==> src/rtl/eprisc_busmaster_if.sv <==
// Wide-SPI system bus between the epRISC bus master and the I/O controller.
interface eprisc_busmaster_if #(
    parameter int unsigned LANES     = 8,
    parameter int unsigned SEL_WIDTH = 2
);
    logic                 oBusClock;
    logic [SEL_WIDTH-1:0] oBusSelect;
    logic [LANES-1:0]     oBusMOSI;
    logic [LANES-1:0]     iBusMISO;
    logic                 iBusInterrupt;

    modport master (
        output oBusClock, oBusSelect, oBusMOSI,
        input  iBusMISO, iBusInterrupt
    );

    modport slave (
        input  oBusClock, oBusSelect, oBusMOSI,
        output iBusMISO, iBusInterrupt
    );
endinterface

==> src/rtl/eprisc_busmaster.sv <==
// epRISC wide-SPI bus master: full-duplex word transfer, LANES bits per bus clock,
// optional burst hold of select, and a synchronised, latched device interrupt.
module eprisc_busmaster #(
    parameter int unsigned WORD_BITS = 32,
    parameter int unsigned LANES     = 8,
    parameter int unsigned SEL_WIDTH = 2,
    parameter int unsigned DIVIDER   = 4
) (
    input  logic                 iBoardClock,
    input  logic                 iBoardReset,
    input  logic                 iStart,
    input  logic [SEL_WIDTH-1:0] iDevice,
    input  logic [WORD_BITS-1:0] iData,
    input  logic                 iHold,
    input  logic                 iIntClear,
    output logic                 oBusy,
    output logic                 oDone,
    output logic [WORD_BITS-1:0] oData,
    output logic                 oIntPending,
    eprisc_busmaster_if.master   bus
);

    localparam int unsigned BEATS  = WORD_BITS / LANES;
    localparam int unsigned CNT_W  = (DIVIDER > 1) ? $clog2(DIVIDER) : 1;
    localparam int unsigned BEAT_W = (BEATS > 1) ? $clog2(BEATS) : 1;

    typedef enum logic [2:0] {
        S_IDLE, S_SETUP, S_HIGH, S_LOW, S_HELD, S_RELEASE
    } state_t;

    state_t               r_state;
    logic [CNT_W-1:0]     r_cnt;
    logic [BEAT_W-1:0]    r_beat;
    logic [WORD_BITS-1:0] r_tx;
    logic [WORD_BITS-1:0] r_rx;
    logic [WORD_BITS-1:0] r_data;
    logic [SEL_WIDTH-1:0] r_sel;
    logic [SEL_WIDTH-1:0] r_dev;
    logic [LANES-1:0]     r_mosi;
    logic                 r_bclk;
    logic                 r_hold;
    logic                 r_reload;
    logic                 r_busy;
    logic                 r_done;
    logic                 r_sync1;
    logic                 r_sync2;
    logic                 r_sync3;
    logic                 r_int;
    logic                 w_phase_end;

    assign w_phase_end = (r_cnt == CNT_W'(DIVIDER - 1));

    always_ff @(posedge iBoardClock) begin
        if (iBoardReset) begin
            r_state  <= S_IDLE;
            r_cnt    <= '0;
            r_beat   <= '0;
            r_tx     <= '0;
            r_rx     <= '0;
            r_data   <= '0;
            r_sel    <= '0;
            r_dev    <= '0;
            r_mosi   <= '0;
            r_bclk   <= 1'b0;
            r_hold   <= 1'b0;
            r_reload <= 1'b0;
            r_busy   <= 1'b0;
            r_done   <= 1'b0;
        end else begin
            r_done <= 1'b0;
            case (r_state)
                S_IDLE, S_HELD: begin
                    if (iStart) begin
                        r_hold <= iHold;
                        r_dev  <= iDevice;
                        r_cnt  <= '0;
                        r_beat <= '0;
                        r_busy <= 1'b1;
                        // Switching devices mid-burst needs a deselect gap first
                        if (r_state == S_HELD && iDevice != r_sel) begin
                            r_sel    <= '0;
                            r_mosi   <= '0;
                            r_tx     <= iData;
                            r_reload <= 1'b1;
                            r_state  <= S_RELEASE;
                        end else begin
                            r_sel   <= iDevice;
                            r_mosi  <= iData[WORD_BITS-1 -: LANES];
                            r_tx    <= iData << LANES;
                            r_state <= S_SETUP;
                        end
                    end
                end
                S_SETUP, S_LOW: begin
                    if (w_phase_end) begin
                        r_cnt   <= '0;
                        r_bclk  <= 1'b1;
                        r_rx    <= WORD_BITS'({r_rx, bus.iBusMISO});
                        r_state <= S_HIGH;
                    end else begin
                        r_cnt <= r_cnt + CNT_W'(1);
                    end
                end
                S_HIGH: begin
                    if (w_phase_end) begin
                        r_cnt  <= '0;
                        r_bclk <= 1'b0;
                        if (r_beat == BEAT_W'(BEATS - 1)) begin
                            r_data <= r_rx;
                            r_done <= 1'b1;
                            if (r_hold) begin
                                r_busy  <= 1'b0;
                                r_state <= S_HELD;
                            end else begin
                                r_sel    <= '0;
                                r_mosi   <= '0;
                                r_reload <= 1'b0;
                                r_state  <= S_RELEASE;
                            end
                        end else begin
                            r_beat  <= r_beat + BEAT_W'(1);
                            r_mosi  <= r_tx[WORD_BITS-1 -: LANES];
                            r_tx    <= r_tx << LANES;
                            r_state <= S_LOW;
                        end
                    end else begin
                        r_cnt <= r_cnt + CNT_W'(1);
                    end
                end
                S_RELEASE: begin
                    if (w_phase_end) begin
                        r_cnt <= '0;
                        if (r_reload) begin
                            r_reload <= 1'b0;
                            r_sel    <= r_dev;
                            r_mosi   <= r_tx[WORD_BITS-1 -: LANES];
                            r_tx     <= r_tx << LANES;
                            r_state  <= S_SETUP;
                        end else begin
                            r_busy  <= 1'b0;
                            r_state <= S_IDLE;
                        end
                    end else begin
                        r_cnt <= r_cnt + CNT_W'(1);
                    end
                end
                default: begin
                    r_state <= S_IDLE;
                    r_busy  <= 1'b0;
                end
            endcase
        end
    end

    // Interrupt: 2-flop synchroniser, rising-edge detect; a new edge beats a clear
    always_ff @(posedge iBoardClock) begin
        if (iBoardReset) begin
            r_sync1 <= 1'b0;
            r_sync2 <= 1'b0;
            r_sync3 <= 1'b0;
            r_int   <= 1'b0;
        end else begin
            r_sync1 <= bus.iBusInterrupt;
            r_sync2 <= r_sync1;
            r_sync3 <= r_sync2;
            if (r_sync2 && !r_sync3) begin
                r_int <= 1'b1;
            end else if (iIntClear) begin
                r_int <= 1'b0;
            end
        end
    end

    assign oBusy          = r_busy;
    assign oDone          = r_done;
    assign oData          = r_data;
    assign oIntPending    = r_int;
    assign bus.oBusClock  = r_bclk;
    assign bus.oBusSelect = r_sel;
    assign bus.oBusMOSI   = r_mosi;

endmodule

==> src/flat_wrapper.sv <==
// flat-port wrapper written by rule: the top's interface ports become plain ports
module eprisc_busmaster_flat 
#(
    parameter int unsigned WORD_BITS = 32,
    parameter int unsigned LANES     = 8,
    parameter int unsigned SEL_WIDTH = 2,
    parameter int unsigned DIVIDER   = 4
)
  (iBoardClock, iBoardReset, iStart, iDevice, iData, iHold, iIntClear, oBusy, oDone, oData, oIntPending, bus_oBusClock, bus_oBusSelect, bus_oBusMOSI, bus_iBusMISO, bus_iBusInterrupt);
  eprisc_busmaster_if #(.LANES(LANES), .SEL_WIDTH(SEL_WIDTH)) bus_i ();
  input  logic iBoardClock;
  input  logic iBoardReset;
  input  logic iStart;
  input  logic [SEL_WIDTH-1:0] iDevice;
  input  logic [WORD_BITS-1:0] iData;
  input  logic iHold;
  input  logic iIntClear;
  output logic oBusy;
  output logic oDone;
  output logic [WORD_BITS-1:0] oData;
  output logic oIntPending;
  output wire logic [$bits(bus_i.oBusClock)-1:0] bus_oBusClock;
  output wire logic [$bits(bus_i.oBusSelect)-1:0] bus_oBusSelect;
  output wire logic [$bits(bus_i.oBusMOSI)-1:0] bus_oBusMOSI;
  input wire logic [$bits(bus_i.iBusMISO)-1:0] bus_iBusMISO;
  input wire logic [$bits(bus_i.iBusInterrupt)-1:0] bus_iBusInterrupt;
  assign bus_oBusClock = bus_i.oBusClock;
  assign bus_oBusSelect = bus_i.oBusSelect;
  assign bus_oBusMOSI = bus_i.oBusMOSI;
  assign bus_i.iBusMISO = bus_iBusMISO;
  assign bus_i.iBusInterrupt = bus_iBusInterrupt;
  eprisc_busmaster #(.WORD_BITS(WORD_BITS), .LANES(LANES), .SEL_WIDTH(SEL_WIDTH), .DIVIDER(DIVIDER)) u_core (.iBoardClock(iBoardClock), .iBoardReset(iBoardReset), .iStart(iStart), .iDevice(iDevice), .iData(iData), .iHold(iHold), .iIntClear(iIntClear), .oBusy(oBusy), .oDone(oDone), .oData(oData), .oIntPending(oIntPending), .bus(bus_i));
endmodule
==> config.mk <==
export PLATFORM = sky130hd
export DESIGN_NAME = eprisc_busmaster_flat
export DESIGN_NICKNAME = d
export VERILOG_FILES = /design/src/rtl/eprisc_busmaster_if.sv /design/src/rtl/eprisc_busmaster.sv /design/src/flat_wrapper.sv
export SDC_FILE = /design/constraint.sdc
export NUM_CORES = 1
export LEC_CHECK = 0
export ABC_CLOCK_PERIOD_IN_PS = 3400
export BUFFER_PORTS_ARGS = -buffer_cell sky130_fd_sc_hd__buf_2
export CORE_UTILIZATION = 40
export CTS_CLUSTER_SIZE = 24
export DETAILED_ROUTE_END_ITERATION = 6
export GPL_TIMING_DRIVEN = 0
export PLACE_DENSITY = 0.58
export SYNTH_ARGS = -nofsm -noshare
export SYNTH_HDL_FRONTEND = slang
export SYNTH_SLANG_ARGS = --single-unit
==> constraint.sdc <==
create_clock -name iBoardClock -period 3.4 [get_ports iBoardClock]
set_clock_uncertainty 0.05 [all_clocks]
set_input_delay 0 -clock iBoardClock [delete_from_list [all_inputs] [get_ports iBoardClock]]
set_output_delay 0 -clock iBoardClock [all_outputs]
set_load 0.005 [all_outputs]
==> metrics.yaml, run 1 <==
yosysSeqAreaShare: 0.432
area_growth_pct: 28.0
synth.most_common_cell: "nand2_1"
post-route-util: 0.528
grt_pass1_vias: 5475
num_rows: 43
slew_headroom: 0.459
cp.required_ns: 3.61
cts_buffers: 17
hold_path.class: "primary input to flop"
clock_path_buffers: 2
min_period_ns: 2.41
rsz0062_at_grt: "false"
r2r_end: "u_core.bus.oBusMOSI[6]$_SDFFE_PP0P_"
seqPwrFrac: 0.402
cpPeakStageDelay_ns: 0.56
crit_fanout: 10
leakage_uw: 0.00291
crit_family: "compound AO/OA/AOI/OAI gates"
synthArstFlopShare: 0
layout-drive-gt1-share: 0.207
cp.buffers_inverters: 1
start_kind: "flop"
synth_cells: 691
yosysTopAreaCell: "dfxtp_1"
pre_cts_ws_ns: 1.08
switchingPower_uw: 934
timing.final.hold_violations: 0
criticalPathCategory: "flop to flop"
power_frac_comb: 0.102
synth.top_cell.area_share: 0.432
cts_tree: "yes"
ys_types: 48
min_period_over_period: 0.708
dpl.hpwl_um: 12300
clock_latency_ns: 0.41
wl_per_cell_um: 17.1
grt_pass1_wl_um: 28500
cts_htree_levels: 4
synth_warnings: 0
synthTopCellsByCount: "nand2_1 (151), dfxtp_1 (124), a21oi_1 (94)"
hold_end: "u_core.r_tx[20]$_SDFFE_PP0P_"
holdPathStages: 4
antenna_found_initial: 0
synth_area_um2: 5750
core_um2: 13900
swShare: 0.246
fin_cells: 1026
die_x_um: 122
wirelength_um: 17500
die_y_um: 122
max_freq_ghz: 0.416
reg2reg_depth: 6
vias: 5599
ir_drop_v: 0.000448
clock-sinks: 124
outcome: "completed"
grt_start_max_net_pins: 17
crit_start: "u_core.r_cnt[0]$_SDFFE_PP0P_"
path_cells: "ha_1, buf_2, nand4b_1, o211a_1, a21oi_1, a311oi_1"
regToRegStartpoint: "u_core.r_cnt[0]$_SDFFE_PP0P_"
placed_cells_incl_taps: 963
synth_nets: 742
min_from: "iData[12]"
clkTransAtPathRegs_ns: 0.06
layout.nets: 884
ant_nets: 0
tightest_slew_ns: 0.811
die_area_um2: 14900
clk_root_buffer_cell: "clkbuf_16"
p_int_uw: 2870
insertedDiodeCount: 0
port_buffers: 92
setup_viol: 0
synth_ff_type: "dfxtp_1"
synth.avg_cell_area_um2: 8.32
grt.overflow.total: 0
reg2reg_slack_ns: 0.99
setup_ws_ns: 0.993
synth_edf_count: 0
boundaryPins: 94
cp_slowest_cell: "a21oi_1"
drt_iter0_drc: 436
maxCapViolCount: 0
crit_path_end_kind: "flop"
grt_usage: 0.252
drc_errors: 0
p_per_area_nw_per_um2: 516
cp.arrival_ns: 2.61
slew_violations: 0
initial_core_util: 0.413
yosys_register_bits: 124
gp_congestion: 0.931
setup_tns_ns: 0
vias_per_cell: 5.46
synthTopCellsByArea: "dfxtp_1 (43%), nand2_1 (9.9%), a21oi_1 (8.2%)"
clockPowerShare: 0.496
dr.pass1.iters: 5
cts-resized-gates: 0
## layout make-up
class                           instances  area, um^2
Clock inverter                         12         159
Tap cell                              180         225
Fill cell                            1371        6570
Multi-Input combinational cell        501        2960
Clock buffer                           20         457
Sequential cell                       124        2480
Timing Repair Buffer                  123         771
Inverter                                5        18.8
Buffer                                 61         293
## metrics by stage
step           hold slack [ns]  power (uW)  area, um^2
2_1_floorplan           0.0782        1790        5750
3_3_place_gp             0.175        1910        6440
3_5_place_dp             0.193        1910        6440
4_1_cts                 0.0838        3820        7360
5_1_grt                  0.109        3930        7360
6_report                0.0991        3800        7360
## flip-flops by register name (all words and copies together), names as in the netlist
| signal | count |
|---|---|
| u_core.r_reload | 1 |
| u_core.oDone | 1 |
| u_core.r_tx | 32 |
| u_core.r_beat | 2 |
| u_core.r_hold | 1 |
| u_core.oBusy | 1 |
| u_core.bus.oBusMOSI | 8 |
| u_core.bus.oBusClock | 1 |
| u_core.r_rx | 32 |
| u_core.r_sync2 | 1 |
| u_core.r_sync3 | 1 |
| u_core.oData | 32 |
| u_core.r_state | 3 |
| u_core.oIntPending | 1 |
| u_core.bus.oBusSelect | 2 |
| u_core.r_dev | 2 |
| u_core.r_cnt | 2 |
| u_core.r_sync1 | 1 |
## placed cells by master (no fill, tap or decap), types with 2 or more instances in the layout
master / netlist / layout
clkbuf_16: 0 / 17
xor2_1: 2 / 2
nand4_1: 9 / 9
nor2b_1: 31 / 31
a21oi_1: 94 / 94
buf_2: 12 / 104
o211a_1: 2 / 2
nand2b_1: 3 / 3
mux2i_1: 24 / 24
bufinv_16: 0 / 3
clkbuf_1: 38 / 39
o21ai_0: 49 / 49
o41ai_1: 5 / 5
a211oi_1: 3 / 3
nor2_1: 31 / 31
clkbuf_8: 0 / 2
clkinv_2: 0 / 2
dfxtp_1: 124 / 124
buf_4: 3 / 3
inv_6: 0 / 4
buf_1: 3 / 3
a311oi_1: 11 / 11
clkinvlp_4: 0 / 2
inv_1: 5 / 5
and2_1: 3 / 3
dlygate4sd3_1: 0 / 31
nor3_1: 5 / 5
buf_6: 5 / 5
o41ai_2: 20 / 20
ha_1: 3 / 3
or3_1: 32 / 32
nand2_1: 151 / 151
## kinds of logic after synthesis
kind of cell / after synthesis / synth area share
adder cells (fa/ha/maj): 3 / 0.00653
AO/OA/AOI/OAI: 192 / 0.228
flip-flops: 124 / 0.432
multiplexers: 25 / 0.0437
AND/OR/NAND/NOR: 279 / 0.233
buffers and inverters: 66 / 0.0542
XOR/XNOR: 2 / 0.00305
## how the worst max path moves through the flow
| stage | depth (start not counted) | endpoint |
|---|---|---|
| after global placement | 6 | u_core.bus.oBusMOSI[1]$_SDFFE_PP0P_ |
| final | 6 | u_core.bus.oBusMOSI[6]$_SDFFE_PP0P_ |
| after global routing | 6 | u_core.bus.oBusMOSI[6]$_SDFFE_PP0P_ |
| after CTS | 6 | u_core.bus.oBusMOSI[6]$_SDFFE_PP0P_ |
| after detailed placement | 6 | u_core.bus.oBusMOSI[6]$_SDFFE_PP0P_ |
| after floorplan | 7 | u_core.r_tx[10]$_SDFFE_PP0P_ |
## routing by layer
layer,global-route usage,vias to the layer above,part of all wire,routed length [um]
met1,0.346,2673,0.47,8300
li1,-,2714,-,-
met5,0,-,0,0
met2,0.385,185,0.45,7900
met4,0.100,0,0.019,325
met3,0.0515,27,0.055,967
## timing repair
item                                   4_1_cts  5_1_grt
endpoints found under the hold margin       32        0
setup endpoints to repair                    0        0
setup buffers                                0        0
hold buffers                                31        0
## power by group through the flow
| stage | clock network, uW | logic [uW] | registers [uW] |
|---|---|---|---|
| floorplan | 0 | 238 | 1550 |
| global route | 1970 | 424 | 1530 |
| CTS | 1910 | 386 | 1530 |
| global placement | 0 | 350 | 1560 |
| finish | 1890 | 390 | 1530 |
| detailed placement | 0 | 357 | 1560 |
## worst min-delay path: stages
cell and delay, ns:
buf_2 0.07, or3_1 0.12, mux2i_1 0.08, o41ai_2 0.25
Note: power is estimated with default switching activity, not from simulation.
==> run 2, diff against run 1 <==
ABC_CLOCK_PERIOD_IN_PS = 2000   (was 3400)
PLACE_DENSITY = 0.6   (was 0.58)
clock period = 2 ns   (was 3.4 ns; I/O delays follow)
==> run 2 against run 1 <==
Combinational power rose by 100%. Cell count is 2.2% higher. Wire length grew 3.2%. Clock power up 73%. Via count is 2.4% higher. Critical path depth rose by 1. Count of clock-buffer cells in the layout is 2 higher. Sequential power rose by 70%. Maximum frequency is 22% higher. Register-to-register slack got worse by 0.97 ns. Flip-flop and latch count unchanged. Critical endpoint is now u_core.r_tx[13]$_SDFFE_PP0P_. Highest routed layer unchanged.
==> metrics.yaml, run 2 (synthesis results as in run 1) <==
outcome: "completed"
cp.arrival_ns: 2.19  # -0.42 ns
grt_pass1_vias: 5385  # -1.6%
criticalPathCategory: "flop to flop"
crit_path_end_kind: "flop"
clock_latency_ns: 0.42  # about the same
drc_errors: 0  # unchanged
maxCapViolCount: 0  # unchanged
layout.nets: 907  # +2.6%
cts_htree_levels: 4  # unchanged
cts_tree: "yes"
clk_root_buffer_cell: "clkbuf_16"
final_common_cell: "nand2_1"
start_kind: "flop"
postLayoutCellArea_um2: 7910  # +7.5%
reg2reg_slack_ns: 0.03  # -0.97 ns
placed_cells_incl_taps: 963  # unchanged
crit_fanout: 10  # unchanged
num_rows: 43  # unchanged
boundaryPins: 94  # unchanged
timing.final.hold_violations: 0  # unchanged
drt_iter0_drc: 435  # -0.23%
mostFrequentLayoutCells: "nand2_1 (150), dfxtp_1 (121), buf_2 (96)"
area_growth_pct: 37.6
leakage_uw: 0.00317  # +8.9%
grt_pass1_wl_um: 27900  # -2.1%
met3_usage: 0.0449  # -0.00655
p_int_uw: 5070  # +77%
grt_start_max_net_pins: 17  # unchanged
grt_util_met1: 0.325  # -0.0207
gp_congestion: 0.926  # -0.52%
die_x_um: 122  # unchanged
cts_buffers: 17  # unchanged
insertedDiodeCount: 0  # unchanged
clockPowerShare: 0.491  # -0.005
fin_cells: 1049  # +2.2%
setup_viol: 0  # unchanged
hold_path.class: "primary input to flop"
slew_headroom: 0.357  # -0.102
clock_path_buffers: 2  # unchanged
core_um2: 13900  # unchanged
ir_drop_v: 0.000604  # +35%
dr.pass1.iters: 5  # unchanged
vias_per_cell: 5.47  # +0.15%
clkTransAtPathRegs_ns: 0.06  # about the same
swShare: 0.239  # -0.00702
min_period_ns: 1.97  # -0.433 ns
rsz0062_at_grt: "true"
cp.required_ns: 2.21  # -1.40 ns
vias: 5733  # +2.4%
tightest_slew_ns: 0.965  # +0.154 ns
dpl.hpwl_um: 12100  # -1.7%
slew_violations: 0  # unchanged
wirelength_um: 18100  # +3.2%
die_y_um: 122  # unchanged
port_buffers: 92  # unchanged
place_area_um2: 6440  # unchanged
ant_nets: 0  # unchanged
die_area_um2: 14900  # unchanged
p_per_area_nw_per_um2: 841  # +63%
busiest_layer: "met2"
seqPwrFrac: 0.391  # -0.011
switchingPower_uw: 1590  # +70%
clock-sinks: 124  # unchanged
grt_usage: 0.245  # -0.00669
min_period_over_period: 0.987  # +0.279
layout-drive-gt1-share: 0.278  # +0.0716
initial_core_util: 0.413  # unchanged
wl_per_cell_um: 17.2  # +0.97%
grt.overflow.total: 0  # unchanged
antenna_found_initial: 0  # unchanged
max_freq_ghz: 0.507  # +22%
power_frac_comb: 0.118  # +0.016
use_met2: 0.388  # +0.00388
## run 2: path summary, 6_finish.rpt
kind                                   from  cells past startpoint                       endpoint
max          u_core.r_state[0]$_SDFFE_PP0P_                      7   u_core.r_tx[13]$_SDFFE_PP0P_
min                               iData[21]                      4   u_core.r_tx[21]$_SDFFE_PP0P_
max reg2reg  u_core.r_state[0]$_SDFFE_PP0P_                      7   u_core.r_tx[13]$_SDFFE_PP0P_
min reg2reg   u_core.oData[19]$_SDFFE_PP0P_                      2  u_core.oData[19]$_SDFFE_PP0P_
## run 2: timing repair
action,in CTS,in global routing
pin swaps,3,17
setup buffers,10,10
hold buffers,33,0
endpoints found under the hold margin,32,0
gates resized for setup,26,95
setup endpoints to repair,69,95
cloned,1,1
## run 2: area by class of cell
cell class | instances | area (um^2)
Fill cell | 1231 | 6020
Buffer | 60 | 388
Timing Repair Buffer | 147 | 1010
Sequential cell | 124 | 2490
Inverter | 5 | 18.8
Clock buffer | 22 | 464
Clock inverter | 10 | 164
Multi-Input combinational cell | 501 | 3160
Tap cell | 180 | 225
## run 2: worst max-delay path: stages, from the launching register on
cell and delay, ns:
dfxtp_1 0.30, buf_6 0.13, or3b_1 0.39, buf_6 0.15
o211a_2 0.19, clkbuf_2 0.22, o21ai_0 0.26, o41ai_2 0.11
## run 2: power groups by stage
| stage | clock, uW | combinational [uW] | sequential, uW |
|---|---|---|---|
| CTS | 3290 | 696 | 2590 |
| detailed placement | 0 | 602 | 2650 |
| floorplan | 0 | 405 | 2640 |
| finish | 3270 | 788 | 2600 |
| global route | 3410 | 842 | 2610 |
| global placement | 0 | 588 | 2640 |
## run 2: stage by stage
step / setup slack [ns] / utilization / power (uW) / hold WS (ns) / TNS, ns
finish: 0.0258 / 0.568 / 6660 / 0.0915 / 0
global route: -0.0564 / 0.568 / 6860 / 0.0989 / -0.335
CTS: 0.00238 / 0.542 / 6580 / 0.0882 / 0
detailed placement: -0.287 / 0.462 / 3250 / 0.188 / -8.54
global placement: -0.218 / 0.462 / 3230 / 0.164 / -5.86
floorplan: 0.110 / - / 3040 / 0.0782 / 0
## run 2: layer usage
metal | vias up | part of all wire | routed length, um
met5 | - | 0 | 0
met4 | 0 | 0.023 | 420
met3 | 37 | 0.049 | 894
met2 | 175 | 0.47 | 8450
met1 | 2766 | 0.46 | 8290
li1 | 2755 | - | -
==> run 3, diff against run 2 <==
ABC_CLOCK_PERIOD_IN_PS = 2200   (was 2000)
CORE_MARGIN = 4   (was unset)
PLACE_DENSITY = 0.58   (was 0.6)
SLEW_MARGIN = 20   (was unset)
clock period = 2.2 ns   (was 2 ns; I/O delays follow)
==> run 3 against run 2 <==
Power fell by 12%. Clock power fell by 12%. Cell count fell by 1.9%. Combinational power fell by 22%. Flip-flop and latch count did not move. Register-to-register slack improved by 0.05 ns. Critical path depth fell by 2. Cell area fell by 6.1%. Critical path type unchanged. Critical endpoint is now u_core.bus.oBusMOSI[3]$_SDFFE_PP0P_. Largest cell class unchanged.
==> metrics.yaml, run 3 (synthesis results as in run 1) <==
clockPowerShare: 0.491  # about the same
cts_htree_levels: 4  # unchanged
wirelength_um: 17600  # -2.4%
fin_hold_ws_ns: 0.0907  # -0.000730 ns
mostFrequentLayoutCells: "nand2_1 (150), dfxtp_1 (124), buf_2 (103)"
clock_path_buffers: 2  # unchanged
clk_root_buffer_cell: "clkbuf_16"
boundaryPins: 94  # unchanged
ant_nets: 0  # unchanged
p_int_uw: 4490  # -11%
switchingPower_uw: 1360  # -14%
grt_usage: 0.215  # -0.0301
ir_drop_v: 0.000546  # -9.6%
dpl.hpwl_um: 12500  # +2.8%
clock-sinks: 124  # unchanged
cp_slowest_cell: "o21bai_1"
num_rows: 43  # unchanged
crit_family: "compound AO/OA/AOI/OAI gates"
gp_congestion: 0.875  # -5.6%
layout.nets: 890  # -1.9%
maxCapViolCount: 0  # unchanged
wl_per_cell_um: 17.1  # -0.55%
crit_path_end_kind: "flop"
final.fill_count: 1356  # +10%
clock_latency_ns: 0.42  # about the same
crit_fanout: 10  # unchanged
die_y_um: 128  # +4.9%
outcome: "completed"
setup_viol: 0  # unchanged
cp.required_ns: 2.47  # +0.26 ns
min_period_ns: 2.12  # +0.148 ns
tightest_slew_ns: 0.767  # -0.197 ns
criticalPathCategory: "flop to flop"
grt_pass1_vias: 5343  # -0.78%
seqPwrFrac: 0.403  # +0.012
drt_iter0_drc: 511  # +17%
setup_tns_ns: 0  # unchanged
power.total_uw: 5860  # -12%
die_area_um2: 16400  # +10%
p_per_area_nw_per_um2: 788  # -6.3%
final_common_cell: "nand2_1"
cts_tree: "yes"
grt_start_max_net_pins: 17  # unchanged
layout-drive-gt1-share: 0.224  # -0.0547
initial_core_util: 0.411  # -0.00159
cpPeakStageDelay_ns: 0.69  # +0.30 ns
max_freq_ghz: 0.471  # -7.0%
path_cells: "buf_2, buf_1, o21bai_1, o21ai_0, a311oi_1"
slew_violations: 0  # unchanged
area_growth_pct: 29.2
multi_input_area_um2: 2980  # -5.7%
core_um2: 14000  # +0.39%
grt.overflow.total: 0  # unchanged
min_period_over_period: 0.965  # -0.0223
leakage_uw: 0.00298  # -5.9%
antenna_found_initial: 0  # unchanged
die_x_um: 128  # +4.9%
port_buffers: 92  # unchanged
timing.final.hold_violations: 0  # unchanged
start_kind: "flop"
vias_per_cell: 5.51  # +0.77%
insertedDiodeCount: 0  # unchanged
hold_path.class: "primary input to flop"
drc_errors: 0  # unchanged
dr.pass1.iters: 5  # unchanged
power_frac_comb: 0.105  # -0.013
clkTransAtPathRegs_ns: 0.06  # about the same
vias: 5667  # -1.2%
cp.arrival_ns: 2.39  # +0.20 ns
slew_headroom: 0.488  # +0.131
swShare: 0.233  # -0.00592
cp.buffers_inverters: 2  # -1
grt_pass1_wl_um: 28000  # +0.32%
cts_buffers: 17  # unchanged
regArea_um2: 2480  # -0.15%
## run 3: changes by cell type in the layout (fill, tap and decap cells not counted), sizes merged
cell / change
buf: -18
clkinvlp: -4
clkinv: +2
## run 3: final timing paths
kind                            cells after the start                      startpoint                                   to  slack [ns]
worst max-delay path                                5  u_core.r_state[2]$_SDFFE_PP0P_  u_core.bus.oBusMOSI[3]$_SDFFE_PP0P_        0.08
worst min-delay path                                4                       iData[13]         u_core.r_tx[21]$_SDFFE_PP0P_        0.09
worst max register to register                      5  u_core.r_state[2]$_SDFFE_PP0P_  u_core.bus.oBusMOSI[3]$_SDFFE_PP0P_        0.08
worst min register to register                      2   u_core.oData[31]$_SDFFE_PP0P_        u_core.oData[31]$_SDFFE_PP0P_        0.40
## run 3: final cells by class
type,instances,share of cell area
plain buffers,61,0.0417
clock buffers,21,0.0606
clock inverters,8,0.0194
inverters,5,0.00252
multi-input cells,501,0.401
flip-flops and latches,124,0.334
well taps,180,0.0303
repair buffers,129,0.110
## run 3: power by group through the flow
stage	logic, uW	clock network, uW	registers, uW
after global placement	541	0	2400
after detailed placement	549	0	2410
after global routing	662	3010	2370
final	617	2880	2360
after floorplan	368	0	2400
after CTS	604	2910	2360
## run 3: through the flow
step	cells	utilization	setup slack [ns]	area, um^2
floorplan	691	-	0.310	5750
global placement	963	0.460	-0.0465	6440
detailed placement	963	0.460	-0.117	6440
CTS	1028	0.529	0.0372	7400
global route	1029	0.531	-0.0185	7430
finish	1029	0.531	0.0775	7430
## run 3: repair_timing
item                                    4_1_cts  5_1_grt
hold buffers                                 33        0
buffers inserted                              3        1
endpoints found under the setup margin       29       68
pin swaps                                     2        1
endpoints found under the hold margin        32        0
gates resized for setup                       4       33
## run 3: per-layer routing
metal | global-route usage | vias to the layer above | wire length [um]
li1 | - | 2727 | -
met1 | 0.303 | 2690 | 8340
met2 | 0.326 | 217 | 7910
met3 | 0.0517 | 33 | 1060
met4 | 0.0668 | 0 | 312
met5 | 0 | - | 0
## run 3: worst register-to-register path: stages, from the launching register on
cell and delay (ns):
dfxtp_1 0.31, buf_2 0.19, buf_1 0.27, o21bai_1 0.69, o21ai_0 0.21, a311oi_1 0.31
